`config.mk`:
```
export PLATFORM = sky130hd
export DESIGN_NAME = div_unit
export DESIGN_NICKNAME = d
export VERILOG_FILES = /design/src/rtl/div_unit.sv
export SDC_FILE = /design/constraint.sdc
export NUM_CORES = 1
export LEC_CHECK = 0
export CORE_MARGIN = 1
export CORE_UTILIZATION = 40
export CTS_BUF_LIST = sky130_fd_sc_hd__clkbuf_4
export DETAILED_ROUTE_END_ITERATION = 8
export GPL_TIMING_DRIVEN = 0
export PLACE_DENSITY = 0.61
export SLEW_MARGIN = 20
export SYNTH_ARGS = -nofsm -noshare
export SYNTH_HDL_FRONTEND = slang
export SYNTH_SLANG_ARGS = --single-unit
```
`constraint.sdc`:
```
create_clock -name clk -period 3.5 [get_ports clk]
set_clock_uncertainty 0.15 [all_clocks]
set_input_delay 0.875 -clock clk [delete_from_list [all_inputs] [get_ports clk]]
set_output_delay 0.875 -clock clk [all_outputs]
set_load 0.005 [all_outputs]
```
`src/rtl/div_unit.sv`:
```
// Multi-cycle signed divider for the DIV instruction: restoring division on
// operand magnitudes, one quotient bit per cycle, then a sign-fix cycle.
module div_unit #(
  parameter int WIDTH = 32,
  parameter int CNT_W = 6
) (
  input  logic             clk,
  input  logic             reset,
  input  logic             DivCtrl,
  input  logic [WIDTH-1:0] A,
  input  logic [WIDTH-1:0] B,
  output logic [WIDTH-1:0] HI_out,
  output logic [WIDTH-1:0] LO_out,
  output logic             DivStop,
  output logic             DivZero,
  output logic             busy
);

  typedef enum logic [1:0] {IDLE, CALC, FIX} state_t;

  localparam logic [CNT_W-1:0] LAST_ITER = CNT_W'(WIDTH - 1);

  state_t           state, state_nxt;
  logic [WIDTH-1:0] dividend;   // shifts out dividend bits, shifts in quotient bits
  logic [WIDTH-1:0] divisor;
  logic [WIDTH-1:0] rem;
  logic [WIDTH-1:0] rem_shift, rem_sub, a_mag, b_mag;
  logic [CNT_W-1:0] cnt;
  logic             sign_q, sign_r, b_zero, rem_ge;

  // Magnitudes are plain unsigned negation, so the most negative value maps to itself.
  assign a_mag  = A[WIDTH-1] ? (~A + 1'b1) : A;
  assign b_mag  = B[WIDTH-1] ? (~B + 1'b1) : B;
  assign b_zero = (B == '0);

  // The remainder stays below the divisor (at most 2^(WIDTH-1)), so the shifted
  // value always fits in WIDTH bits.
  assign rem_shift = {rem[WIDTH-2:0], dividend[WIDTH-1]};
  assign rem_ge    = (rem_shift >= divisor);
  assign rem_sub   = rem_shift - divisor;

  always_ff @(posedge clk) begin
    if (reset) state <= IDLE;
    else       state <= state_nxt;
  end

  // NOTE: every output of a combinational block is assigned a default first so
  // that no path leaves it unassigned and a latch is never inferred.
  always_comb begin
    state_nxt = state;
    busy      = 1'b0;
    unique case (state)
      IDLE: if (DivCtrl && !b_zero) state_nxt = CALC;
      CALC: begin
        busy = 1'b1;
        if (cnt == LAST_ITER) state_nxt = FIX;
      end
      FIX: begin
        busy      = 1'b1;
        state_nxt = IDLE;
      end
      default: state_nxt = IDLE;
    endcase
  end

  // NOTE: sequential state uses non-blocking assignments so every register
  // samples the pre-edge values of the others, independent of statement order.
  always_ff @(posedge clk) begin
    if (reset) begin
      dividend <= '0;
      divisor  <= '0;
      rem      <= '0;
      cnt      <= '0;
      sign_q   <= 1'b0;
      sign_r   <= 1'b0;
      HI_out   <= '0;
      LO_out   <= '0;
      DivStop  <= 1'b0;
      DivZero  <= 1'b0;
    end else begin
      DivStop <= 1'b0;
      DivZero <= 1'b0;
      unique case (state)
        IDLE: begin
          if (DivCtrl) begin
            if (b_zero) begin
              DivZero <= 1'b1;
            end else begin
              dividend <= a_mag;
              divisor  <= b_mag;
              sign_q   <= A[WIDTH-1] ^ B[WIDTH-1];
              sign_r   <= A[WIDTH-1];
              rem      <= '0;
              cnt      <= '0;
            end
          end
        end
        CALC: begin
          rem      <= rem_ge ? rem_sub : rem_shift;
          dividend <= {dividend[WIDTH-2:0], rem_ge};
          cnt      <= cnt + 1'b1;
        end
        FIX: begin
          LO_out  <= sign_q ? (~dividend + 1'b1) : dividend;
          HI_out  <= sign_r ? (~rem + 1'b1) : rem;
          DivStop <= 1'b1;
        end
        default: ;
      endcase
    end
  end

endmodule

```
==> results.json <==
{
  "grt_max_degree": 17,
  "min_period_over_period": 0.9811,
  "start_util": 0.4069,
  "drtAntennaViolNets": 0,
  "vias": 10700,
  "yosys.area_share.simple": 0.1957,
  "crit_fanout": 10,
  "firstDrtPassIters": 5,
  "place.gp.congestion": 0.9137,
  "syn-instance-count": 1396,
  "rsz0062_at_grt": "yes",
  "tightest_slew_ns": 0.8133,
  "synth_edf_count": 0,
  "rows": 60,
  "fin_nets": 1663,
  "clkTransAtPathRegs_ns": 0.16,
  "cts_buffers": 17,
  "io_buffers": 133,
  "syn-num-nets": 1505,
  "wl_per_cell_um": 18.10,
  "relSlewSlack": 0.4578,
  "antenna_found_initial": 1,
  "start_kind": "input port",
  "cap_viol_max_count": 0,
  "track_usage": 0.2487,
  "max_freq_mhz": 291.2,
  "yosys.area_share.xor_xnor": 0.1161,
  "clock_path_buffers": 2,
  "power.density_nw_per_um2": 351.2,
  "synth_compound_area_frac": 0.2463,
  "via_per_inst": 5.603,
  "coreArea_um2": 26880,
  "synthArstFlopShare": 0,
  "cts_num_sinks": 172,
  "clock_latency_ns": 0.61,
  "grt_pass1_vias": 9958,
  "p_total_mw": 4.625,
  "grt_first_pass_wirelength_mm": 55.22,
  "fp.dieW_um": 167.3,
  "die-area_um2": 28000,
  "final_util": 0.4899,
  "yosysWarnings": 0,
  "finalSetupViolCount": 0,
  "most-common-layout-cells": "178 x nand2_1, 170 x dfxtp_1, 137 x nor2_1",
  "syn_area_um2": 10940,
  "finalCriticalPeriod_ns": 3.434,
  "cts_root_buffer": "clkbuf_4",
  "grt_overflow": 0,
  "cp.arrival_ns": 3.78,
  "cts_htree_levels": 4,
  "final_common_cell": "nand2_1",
  "ir_worst_vdd_uv": 152.1,
  "final_max_slew_viol_count": 0,
  "dpl.hpwl_mm": 27.07,
  "drive_gt1_frac": 0.06382,
  "cp.required_ns": 3.85,
  "power.leakage_nw": 4.957,
  "end_kind": "flop",
  "synth-seq-cells": 172,
  "ys.flop_type": "dfxtp_1",
  "dr.first_iter.drc_count": 766,
  "muxShareOfSynthArea": 0.02929,
  "routed_wl_mm": 34.58,
  "pin_count": 134,
  "drc": 0,
  "synthAdderAreaFrac": 0.04874,
  "status": "complete, no violations",
  "cts_tree": "done",
  "syn2layout_area_growth_pct": 20.41,
  "die_h_um": 167.3,
  "synth_cell_types": 69,
  "synth_area_per_cell_um2": 7.833,
  "critPathKind": "in2reg",
  "min_path_type": "reg2reg",
  "hold_viol_final": 0,
  "yosysSeqAreaShare": 0.3149,
  "synth_top_family_by_area": "compound AO/OA/AOI/OAI gates"
}
-- through the flow --
step	hold slack [ns]	cell area [µm²]	TNS [ns]	setup slack, ns	instances
floorplan	0.2900	10950	-0.005555	-0.002778	1396
global placement	0.3231	12700	-75.52	-0.9729	1870
detailed placement	0.3290	12700	-78.55	-1.008	1870
CTS	0.3476	13090	0	0.001664	1906
global route	0.3634	13170	0	0.0005089	1910
finish	0.3462	13170	0	0.06629	1910
-- critical path: stages --
cell,delay (ns)
clkdlybuf4s50_1,0.47
or4_4,0.53
or4_4,0.48
o41ai_4,0.37
buf_4,0.19
nor2_4,0.07
a21o_1,0.22
clkbuf_1,0.28
mux2i_1,0.24
nor2_1,0.05
-- repair_timing --
item                                   CTS  global route
pin swaps                                3             3
setup buffers                            5             3
hold buffers                             0             0
resized for setup                       26            26
endpoints found under the hold margin    0             0
setup endpoints to repair               71            73
-- cell families after synthesis --
family | Yosys count
buffers and inverters | 138
adders and majority gates | 42
muxes | 32
and+or+nand+nor | 462
DFF | 172
xor gates and xnor gates | 145
AOI/OAI and AO/OA | 405
-- routing by layer --
layer / GRT usage / wire, µm / vias to the layer above
met5: 0 / 0 / -
met4: 0.07180 / 771 / 0
met3: 0.04349 / 1979 / 52
met2: 0.3625 / 14340 / 339
met1: 0.3700 / 17490 / 4986
li1: - / - / 5324
-- power breakdown --
part	total (mW)	switching [mW]	internal (mW)
Sequential	2.17	0.118	2.05
Clock	1.11	0.803	0.306
Combinational	1.34	0.814	0.529
-- registers in the layout, indices dropped and copies added (netlist names) --
signal and count:
DivStop 1, DivZero 1, HI_out 32, LO_out 32
cnt 6, dividend 32, divisor 32, rem 32
sign_q 1, sign_r 1, state 2
-- synthesized netlist by cell type (all sizes together), types with 5 or more instances --
cell type	instances	area share
mux2i	32	0.029
and2	5	0.0029
and3	5	0.0029
clkbuf	72	0.025
nand3	17	0.0078
or4	14	0.011
o21ai	106	0.049
or3	20	0.012
a21oi	70	0.032
o21bai	5	0.0034
buf	15	0.0068
a21o	20	0.014
nand4	16	0.0092
nor4	11	0.0069
a32oi	11	0.0088
xor2	117	0.094
nor2b	6	0.0034
inv	51	0.018
a211oi	99	0.069
o41ai	21	0.018
or2	14	0.0080
nor3	16	0.0073
nand2b	7	0.0040
dfxtp	172	0.31
ha	41	0.047
a21boi	8	0.0055
nand2	178	0.061
o31ai	35	0.025
xnor2	28	0.022
nor2	139	0.048
-- final cells by class --
type,instances,area [µm²]
fill,2732,13710
multi-input combinational,1086,7078
sequential,172,3446
timing repair buffer,141,1396
tap,341,426.7
buffer,85,379.1
inverter,51,191.4
clock buffer,18,135.1
clock inverter,14,110.1
antenna,2,5.005
-- path summary, 6_finish.rpt --
| path | from | cells after the start | slack, ns | end |
|---|---|---|---|---|
| setup / recovery | B[9] | 10 | 0.07 | dividend[22] |
| hold / removal | HI_out[10] | 2 | 0.35 | HI_out[10] |
| setup reg to reg | rem[24] | 11 | 0.17 | rem[19] |
| hold reg to reg | HI_out[10] | 2 | 0.35 | HI_out[10] |
No activity file was read; power rests on OpenSTA's default activity.
